--- src/rtl/voice_write_master_pkg.sv ---
// ---------------------------------------------------------------------------
// synth_ctrl_pkg
// Shared types and constants for the synth control-register write master:
//   - state_t        : write-master FSM states
//   - voice_entry_t  : one voice-table entry {active, note[6:0]}
//   - KEY_BASE_ADDR / FREQ_BASE_ADDR : default word addresses of KEY0/FREQ0
//   - reg_addr()     : base + voice index, truncated to the 6-bit bus address
// ---------------------------------------------------------------------------
package synth_ctrl_pkg;

  localparam int KEY_BASE_ADDR  = 32;
  localparam int FREQ_BASE_ADDR = 40;
  localparam int MAX_VOICES     = 8;
  localparam int VIDX_W         = 3;

  typedef enum logic [1:0] {
    IDLE    = 2'd0,
    ALLOC   = 2'd1,
    WR_FREQ = 2'd2,
    WR_KEY  = 2'd3
  } state_t;

  typedef struct packed {
    logic       active;
    logic [6:0] note;
  } voice_entry_t;

  function automatic logic [5:0] reg_addr(input int base, input logic [VIDX_W-1:0] idx);
    return 6'(base) + {3'b000, idx};
  endfunction

endpackage

--- src/rtl/voice_write_master_if.sv ---
// ---------------------------------------------------------------------------
// voice_write_master_if
// Bundles the note-event handshake and the Avalon-MM write bus.
//   Event side : EV_VALID, EV_READY, EV_NOTE_ON, EV_NOTE[6:0]
//   Avalon side: AVM_ADDR[5:0], AVM_BYTE_EN[3:0], AVM_WRITE,
//                AVM_WRITEDATA[31:0], AVM_WAITREQUEST
// Modports:
//   master : the write master (accepts events, drives the Avalon bus)
//   slave  : the environment (event source + register-file slave)
//
// Handshake semantics:
//   Event  : an event transfers on a rising edge where EV_VALID & EV_READY.
//            EV_READY does not depend on EV_VALID.
//   Avalon : a write transfers on a rising edge where AVM_WRITE &
//            !AVM_WAITREQUEST; while stalled, AVM_ADDR/AVM_WRITEDATA hold.
// ---------------------------------------------------------------------------
interface voice_write_master_if;

  logic        EV_VALID;
  logic        EV_READY;
  logic        EV_NOTE_ON;
  logic [6:0]  EV_NOTE;

  logic [5:0]  AVM_ADDR;
  logic [3:0]  AVM_BYTE_EN;
  logic        AVM_WRITE;
  logic [31:0] AVM_WRITEDATA;
  logic        AVM_WAITREQUEST;

  modport master (
    input  EV_VALID, EV_NOTE_ON, EV_NOTE, AVM_WAITREQUEST,
    output EV_READY, AVM_ADDR, AVM_BYTE_EN, AVM_WRITE, AVM_WRITEDATA
  );

  modport slave (
    output EV_VALID, EV_NOTE_ON, EV_NOTE, AVM_WAITREQUEST,
    input  EV_READY, AVM_ADDR, AVM_BYTE_EN, AVM_WRITE, AVM_WRITEDATA
  );

endinterface

--- src/rtl/voice_write_master_voice_allocator.sv ---
// ---------------------------------------------------------------------------
// voice_allocator
// Combinational search of the voice table for an event note.
//   voices_i    : voice table (entry n = voice n)
//   note_i      : note number being looked up
//   match_hit_o : some active voice holds note_i
//   match_idx_o : lowest-index active voice holding note_i
//   free_hit_o  : some voice is inactive
//   free_idx_o  : lowest-index inactive voice
// ---------------------------------------------------------------------------
module voice_allocator
  import synth_ctrl_pkg::*;
#(
  parameter int NUM_VOICES = 8
) (
  input  voice_entry_t [NUM_VOICES-1:0] voices_i,
  input  logic [6:0]                    note_i,
  output logic                          match_hit_o,
  output logic [VIDX_W-1:0]             match_idx_o,
  output logic                          free_hit_o,
  output logic [VIDX_W-1:0]             free_idx_o
);

  // Scanning from the top down lets the lowest index overwrite last.
  always_comb begin
    match_hit_o = 1'b0;
    match_idx_o = '0;
    free_hit_o  = 1'b0;
    free_idx_o  = '0;
    for (int i = NUM_VOICES - 1; i >= 0; i--) begin
      if (voices_i[i].active && (voices_i[i].note == note_i)) begin
        match_hit_o = 1'b1;
        match_idx_o = VIDX_W'(i);
      end
      if (!voices_i[i].active) begin
        free_hit_o = 1'b1;
        free_idx_o = VIDX_W'(i);
      end
    end
  end

endmodule

--- src/rtl/voice_write_master.sv ---
// ---------------------------------------------------------------------------
// voice_write_master
// Avalon-MM master turning note-on/note-off events into FREQ/KEY register
// writes on the synth control register file. Keeps a per-voice table of the
// held note, allocates a voice on note-on (retrigger, else lowest free),
// clears the KEY of the matching voice on note-off.
//
// Ports:
//   CLK, RESET    : clock, synchronous active-high reset
//   bus           : voice_write_master_if.master (event handshake + Avalon)
//   VOICE_ACTIVE  : bit n = voice n holds a note (registered)
//   DROP          : one-cycle pulse when a note-on is discarded
//   dbg_state_o   : current FSM state
//
// Build option VOICE_STEAL_EN: when defined, a note-on with every voice busy
// takes the voice at a round-robin steal pointer instead of being dropped.
// ---------------------------------------------------------------------------
module voice_write_master
  import synth_ctrl_pkg::*;
#(
  parameter int NUM_VOICES = 8,
  parameter int KEY_BASE   = KEY_BASE_ADDR,
  parameter int FREQ_BASE  = FREQ_BASE_ADDR
) (
  input  logic                    CLK,
  input  logic                    RESET,
  voice_write_master_if.master    bus,
  output logic [NUM_VOICES-1:0]   VOICE_ACTIVE,
  output logic                    DROP,
  output state_t                  dbg_state_o
);

  state_t                        state_q;
  logic                          ev_on_q;
  logic [6:0]                    ev_note_q;
  logic [VIDX_W-1:0]             tgt_q;
  voice_entry_t [NUM_VOICES-1:0] voices_q;
  logic [5:0]                    addr_q;
  logic [31:0]                   wdata_q;
  logic                          write_q;
  logic                          drop_q;
`ifdef VOICE_STEAL_EN
  logic [VIDX_W-1:0]             steal_ptr_q;
  logic                          steal_q;
  logic                          alloc_steal_d;
`endif

  logic              match_hit;
  logic [VIDX_W-1:0] match_idx;
  logic              free_hit;
  logic [VIDX_W-1:0] free_idx;

  // Decision taken in ALLOC
  state_t            alloc_state_d;
  logic [VIDX_W-1:0] alloc_tgt_d;
  logic              alloc_drop_d;

  voice_allocator #(.NUM_VOICES(NUM_VOICES)) u_alloc (
    .voices_i    (voices_q),
    .note_i      (ev_note_q),
    .match_hit_o (match_hit),
    .match_idx_o (match_idx),
    .free_hit_o  (free_hit),
    .free_idx_o  (free_idx)
  );

  always_comb begin
    alloc_state_d = IDLE;
    alloc_tgt_d   = '0;
    alloc_drop_d  = 1'b0;
`ifdef VOICE_STEAL_EN
    alloc_steal_d = 1'b0;
`endif
    if (ev_on_q) begin
      if (match_hit) begin
        // Retrigger the voice already holding this note.
        alloc_state_d = WR_FREQ;
        alloc_tgt_d   = match_idx;
      end else if (free_hit) begin
        alloc_state_d = WR_FREQ;
        alloc_tgt_d   = free_idx;
      end else begin
`ifdef VOICE_STEAL_EN
        alloc_state_d = WR_FREQ;
        alloc_tgt_d   = steal_ptr_q;
        alloc_steal_d = 1'b1;
`else
        alloc_drop_d  = 1'b1;
`endif
      end
    end else if (match_hit) begin
      alloc_state_d = WR_KEY;
      alloc_tgt_d   = match_idx;
    end
  end

  always_ff @(posedge CLK) begin
    if (RESET) begin
      state_q     <= IDLE;
      ev_on_q     <= 1'b0;
      ev_note_q   <= '0;
      tgt_q       <= '0;
      voices_q    <= '0;
      addr_q      <= '0;
      wdata_q     <= '0;
      write_q     <= 1'b0;
      drop_q      <= 1'b0;
`ifdef VOICE_STEAL_EN
      steal_ptr_q <= '0;
      steal_q     <= 1'b0;
`endif
    end else begin
      drop_q <= 1'b0;
      unique case (state_q)
        IDLE: begin
          if (bus.EV_VALID) begin
            ev_on_q   <= bus.EV_NOTE_ON;
            ev_note_q <= bus.EV_NOTE;
            state_q   <= ALLOC;
          end
        end
        ALLOC: begin
          state_q <= alloc_state_d;
          tgt_q   <= alloc_tgt_d;
          drop_q  <= alloc_drop_d;
`ifdef VOICE_STEAL_EN
          steal_q <= alloc_steal_d;
`endif
          if (alloc_state_d == WR_FREQ) begin
            write_q <= 1'b1;
            addr_q  <= reg_addr(FREQ_BASE, alloc_tgt_d);
            wdata_q <= {25'b0, ev_note_q};
          end else if (alloc_state_d == WR_KEY) begin
            write_q <= 1'b1;
            addr_q  <= reg_addr(KEY_BASE, alloc_tgt_d);
            wdata_q <= {31'b0, ev_on_q};
          end
        end
        WR_FREQ: begin
          if (!bus.AVM_WAITREQUEST) begin
            state_q <= WR_KEY;
            addr_q  <= reg_addr(KEY_BASE, tgt_q);
            wdata_q <= {31'b0, ev_on_q};
          end
        end
        WR_KEY: begin
          if (!bus.AVM_WAITREQUEST) begin
            state_q <= IDLE;
            write_q <= 1'b0;
            addr_q  <= '0;
            wdata_q <= '0;
            // The table only changes once the KEY write has landed, so it
            // always mirrors what the register file holds.
            voices_q[tgt_q].active <= ev_on_q;
            if (ev_on_q) begin
              voices_q[tgt_q].note <= ev_note_q;
            end
`ifdef VOICE_STEAL_EN
            if (steal_q) begin
              steal_ptr_q <= (steal_ptr_q == VIDX_W'(NUM_VOICES - 1)) ? '0
                                                                      : steal_ptr_q + 1'b1;
            end
`endif
          end
        end
        default: state_q <= IDLE;
      endcase
    end
  end

  always_comb begin
    VOICE_ACTIVE = '0;
    for (int i = 0; i < NUM_VOICES; i++) begin
      VOICE_ACTIVE[i] = voices_q[i].active;
    end
  end

  assign bus.EV_READY      = (state_q == IDLE);
  assign bus.AVM_ADDR      = addr_q;
  assign bus.AVM_BYTE_EN   = 4'hF;
  assign bus.AVM_WRITE     = write_q;
  assign bus.AVM_WRITEDATA = wdata_q;
  assign DROP              = drop_q;
  assign dbg_state_o       = state_q;

endmodule

--- src/flat_wrapper.sv ---
// flat-port wrapper written by rule: the top's interface ports become plain ports
module voice_write_master_flat import synth_ctrl_pkg::*;
#(
  parameter int NUM_VOICES = 8,
  parameter int KEY_BASE   = KEY_BASE_ADDR,
  parameter int FREQ_BASE  = FREQ_BASE_ADDR
)
  (CLK, RESET, VOICE_ACTIVE, DROP, dbg_state_o, bus_EV_VALID, bus_EV_NOTE_ON, bus_EV_NOTE, bus_AVM_WAITREQUEST, bus_EV_READY, bus_AVM_ADDR, bus_AVM_BYTE_EN, bus_AVM_WRITE, bus_AVM_WRITEDATA);
  voice_write_master_if bus_i ();
  input  logic CLK;
  input  logic RESET;
  output logic [NUM_VOICES-1:0] VOICE_ACTIVE;
  output logic DROP;
  output state_t dbg_state_o;
  input wire logic [$bits(bus_i.EV_VALID)-1:0] bus_EV_VALID;
  input wire logic [$bits(bus_i.EV_NOTE_ON)-1:0] bus_EV_NOTE_ON;
  input wire logic [$bits(bus_i.EV_NOTE)-1:0] bus_EV_NOTE;
  input wire logic [$bits(bus_i.AVM_WAITREQUEST)-1:0] bus_AVM_WAITREQUEST;
  output wire logic [$bits(bus_i.EV_READY)-1:0] bus_EV_READY;
  output wire logic [$bits(bus_i.AVM_ADDR)-1:0] bus_AVM_ADDR;
  output wire logic [$bits(bus_i.AVM_BYTE_EN)-1:0] bus_AVM_BYTE_EN;
  output wire logic [$bits(bus_i.AVM_WRITE)-1:0] bus_AVM_WRITE;
  output wire logic [$bits(bus_i.AVM_WRITEDATA)-1:0] bus_AVM_WRITEDATA;
  assign bus_i.EV_VALID = bus_EV_VALID;
  assign bus_i.EV_NOTE_ON = bus_EV_NOTE_ON;
  assign bus_i.EV_NOTE = bus_EV_NOTE;
  assign bus_i.AVM_WAITREQUEST = bus_AVM_WAITREQUEST;
  assign bus_EV_READY = bus_i.EV_READY;
  assign bus_AVM_ADDR = bus_i.AVM_ADDR;
  assign bus_AVM_BYTE_EN = bus_i.AVM_BYTE_EN;
  assign bus_AVM_WRITE = bus_i.AVM_WRITE;
  assign bus_AVM_WRITEDATA = bus_i.AVM_WRITEDATA;
  voice_write_master #(.NUM_VOICES(NUM_VOICES), .KEY_BASE(KEY_BASE), .FREQ_BASE(FREQ_BASE)) u_core (.CLK(CLK), .RESET(RESET), .bus(bus_i), .VOICE_ACTIVE(VOICE_ACTIVE), .DROP(DROP), .dbg_state_o(dbg_state_o));
endmodule
--- config.mk ---
export PLATFORM = sky130hd
export DESIGN_NAME = voice_write_master_flat
export DESIGN_NICKNAME = d
export VERILOG_FILES = /design/src/rtl/voice_write_master_pkg.sv /design/src/rtl/voice_write_master_if.sv /design/src/rtl/voice_write_master_voice_allocator.sv /design/src/rtl/voice_write_master.sv /design/src/flat_wrapper.sv
export SDC_FILE = /design/constraint.sdc
export NUM_CORES = 1
export LEC_CHECK = 0
export ABC_AREA = 1
export BUFFER_PORTS_ARGS = -buffer_cell sky130_fd_sc_hd__buf_4
export CAP_MARGIN = 20
export CORE_MARGIN = 1.5
export CORE_UTILIZATION = 32
export DETAILED_ROUTE_END_ITERATION = 16
export GPL_TIMING_DRIVEN = 1
export RECOVER_POWER = 25
export SETUP_SLACK_MARGIN = 0.5
export SYNTH_ARGS = -nofsm -noshare
export SYNTH_HDL_FRONTEND = slang
export SYNTH_SLANG_ARGS = --single-unit
--- constraint.sdc ---
create_clock -name CLK -period 2.1 [get_ports CLK]
set_input_delay 0.21 -clock CLK [delete_from_list [all_inputs] [get_ports CLK]]
set_output_delay 0.21 -clock CLK [all_outputs]
set_load 0.02 [all_outputs]
==> qor.txt <==
Final ANT Viol Nets: 0
Slew at the pin closest to its max-slew limit: 0.705 ns
DRT Pass-1 Iters: 5
Maximum VDD drop: 0.401 mV
Final #Nets: 797
Unique masters post-synth: 31
Worst hold slack: 0.140 ns
Clock transition at path regs: 0.07 ns
Setup CP Type: register to register
GRT Total Usage: 17.8%
FP Rows: 45
RePlAce Congestion: 0.817
Critical Path Fanout Max: 11
Final std cells w/o fill: 978
Tmin final: 1.87 ns
DR vias: 4524
Core Area: 15100 µm²
Leak pwr: 2.48 nW
Final worst path period share: 89.0%
Pwr/cell area: 671 nW/µm²
Fin. Hold Viols: 0
Vias in the first global route: 4212
Max Cap Viol: 0
Worst EP arrival: 2.10 ns
Remaining DRCs: 0
Seq cells post-synth: 91
TritonCTS clock tree: yes
Syn avg cell area: 6.85 µm²
Hold_buf cts: 0
Hold WC Path Type: input port to register
Synth-to-Final Area Change: 23.0%
Root cell of the clock tree: clkbuf_16
First-pass GRT wire length: 22200 µm
# clock sinks: 91
RSZ-0062 raised after global routing: yes
Share of cells above drive strength 1: 21.0%
Placed cell areas: 5410 µm²
Worst Setup Start Kind: register
Drt wl/cell: 14.3 µm
Final WL: 14000 µm
Clock Path Buffers: 2
Die height: 127 µm
Antenna violations before repair: 0
Iter 0 DRT Violations: 365
Part of the Yosys area used for sequential elements: 37.2%
Post-synthesis cell area: 4900 µm²
Crit path capture type: register
Worst-Skew Late Latency: 0.35 ns
H-Tree Level Count: 3
Die area: 16100 µm²
Grt ovf: 0
Largest net degree at the start of global routing: 29
Die width: 127 µm
Antenna Diode Count: 0
Max-slew violations: 0
TritonCTS buffer count: 9
Worst EP required: 2.33 ns
Syn. warnings: 0
Ports: 67
Post-route setup TNS: 0 ns
Starting density of the core: 32.5%
Final setup fails: 0
Vias per cell: 4.63
HPWL Detailed: 9470 µm
Max Clock Skew: 0.00943 ns
Gate Count Post-Synth: 715
Status: finished clean
PortBufs: 36
Design area: 6020 µm²
Slew margin rel.: 53.0%
Placed cells: 933
Overall power: 0.00404 W
Fmax: 535 MHz
-- report_power, final --
group | switching [W] | internal, W | leakage (nW)
registers | 0.0000611 | 0.00177 | 0.741
clock network | 0.000684 | 0.000804 | 0.131
logic | 0.000447 | 0.000281 | 1.61
-- routing by layer --
layer	vias to the layer above	wire [µm]	GRT usage, %
li1	2355	-	-
met1	2048	6450	23.0
met2	107	6710	30.3
met3	14	614	3.37
met4	0	210	5.15
met5	-	0	0
-- final cells by class --
cell class                 count  area, µm²
clock buffer                  12        236
multi-input combinational    489       2450
tap                          188        235
fill                        1592       9060
clock inverter                 4       27.5
inverter                      90        380
timing repair buffer         104        845
sequential                    91       1850
-- path summary, 6_finish.rpt --
check / startpoint / to / slack [ns] / cells after the start
worst max-delay path: u_core.ev_note_q[6] / u_core.bus.AVM_WRITEDATA[1] / 0.23 / 14
worst min-delay path: bus_EV_NOTE[0] / u_core.ev_note_q[0] / 0.14 / 3
worst max register to register: u_core.ev_note_q[6] / u_core.bus.AVM_WRITEDATA[1] / 0.23 / 14
worst min register to register: u_core.voices_q[26] / u_core.voices_q[26] / 0.46 / 2
-- layout by cell type (no fill, tap or decap), types with 2 or more instances in the layout --
cell type and count:
nand2_1 154, buf_4 57, xnor2_1 14, a21oi_1 83, nand2_4 2, nor3_1 3, buf_6 13, o21ai_1 5
nand3_1 18, clkinvlp_4 2, nor2_1 37, nor2_4 3, inv_1 81, o21ai_0 76, nor3_4 4, clkbuf_16 9
nand4_1 9, dfxtp_4 5, dfxtp_1 81, nand2_2 18, inv_4 2, clkbuf_1 27, nor2_2 4, conb_1 30
buf_12 6, a21oi_2 16, dfxtp_2 5, nand3_2 4, inv_6 2, clkinv_4 2, clkinv_2 2
-- cells in the mapped netlist (all sizes together) --
library cell / number / area [µm²]
inv: 90 / 338
o31ai: 1 / 7.51
xnor2: 14 / 123
a21oi: 99 / 529
nand2: 175 / 707
nor3: 8 / 60.1
nor4: 1 / 6.26
or2: 1 / 6.26
conb: 2 / 7.51
nand3: 22 / 120
clkbuf: 14 / 52.6
buf: 59 / 449
o21bai: 1 / 7.51
a31oi: 1 / 6.26
nand4: 9 / 56.3
nor2: 44 / 183
dfxtp: 91 / 1820
o211ai: 1 / 7.51
o21ai: 81 / 405
and2: 1 / 6.26
-- sequential cells by signal, indices dropped and copies added, names as in the netlist, named ones only --
name,cells
u_core.DROP,1
u_core.VOICE_ACTIVE,8
u_core.bus.AVM_ADDR,5
u_core.bus.AVM_WRITE,1
u_core.bus.AVM_WRITEDATA,7
u_core.dbg_state_o,1
u_core.ev_note_q,7
u_core.ev_on_q,1
u_core.tgt_q,3
u_core.voices_q,56
-- worst max-delay path: stages, from the launching register on --
cell	delay [ns]
dfxtp_4	0.37
buf_12	0.15
xnor2_1	0.15
nand2_1	0.11
nor2_2	0.12
nand2_1	0.10
nand2_2	0.10
nor2_4	0.05
nand3_2	0.09
nand2_4	0.06
nand2_4	0.12
nand2_8	0.08
buf_12	0.15
nand2_2	0.05
a21oi_2	0.04
-- repair_timing --
item,in CTS,in global routing
pin swaps,10,15
endpoints found under the setup margin,47,61
setup buffers,20,6
gates resized for setup,36,27
cloned,2,1
-- metrics by stage --
step | worst slack (ns) | util [%]
6_report | 0.231 | 39.9
5_1_grt | 0.135 | 39.9
4_1_cts | 0.254 | 39.7
3_5_place_dp | 0.107 | 35.9
3_3_place_gp | 0.133 | 35.9
2_1_floorplan | 0.406 | -
-- logic make-up (layout without fill, tap and decap cells) --
kind of cell,after synthesis,after routing,synth area share [%]
and+or+nand+nor,261,261,23.4
buffers and inverters,163,210,17.1
xor gates and xnor gates,14,14,2.50
DFF,91,91,37.2
other,2,30,0.153
AOI/OAI and AO/OA,184,184,19.7
Note: power is estimated with default switching activity, not from simulation.
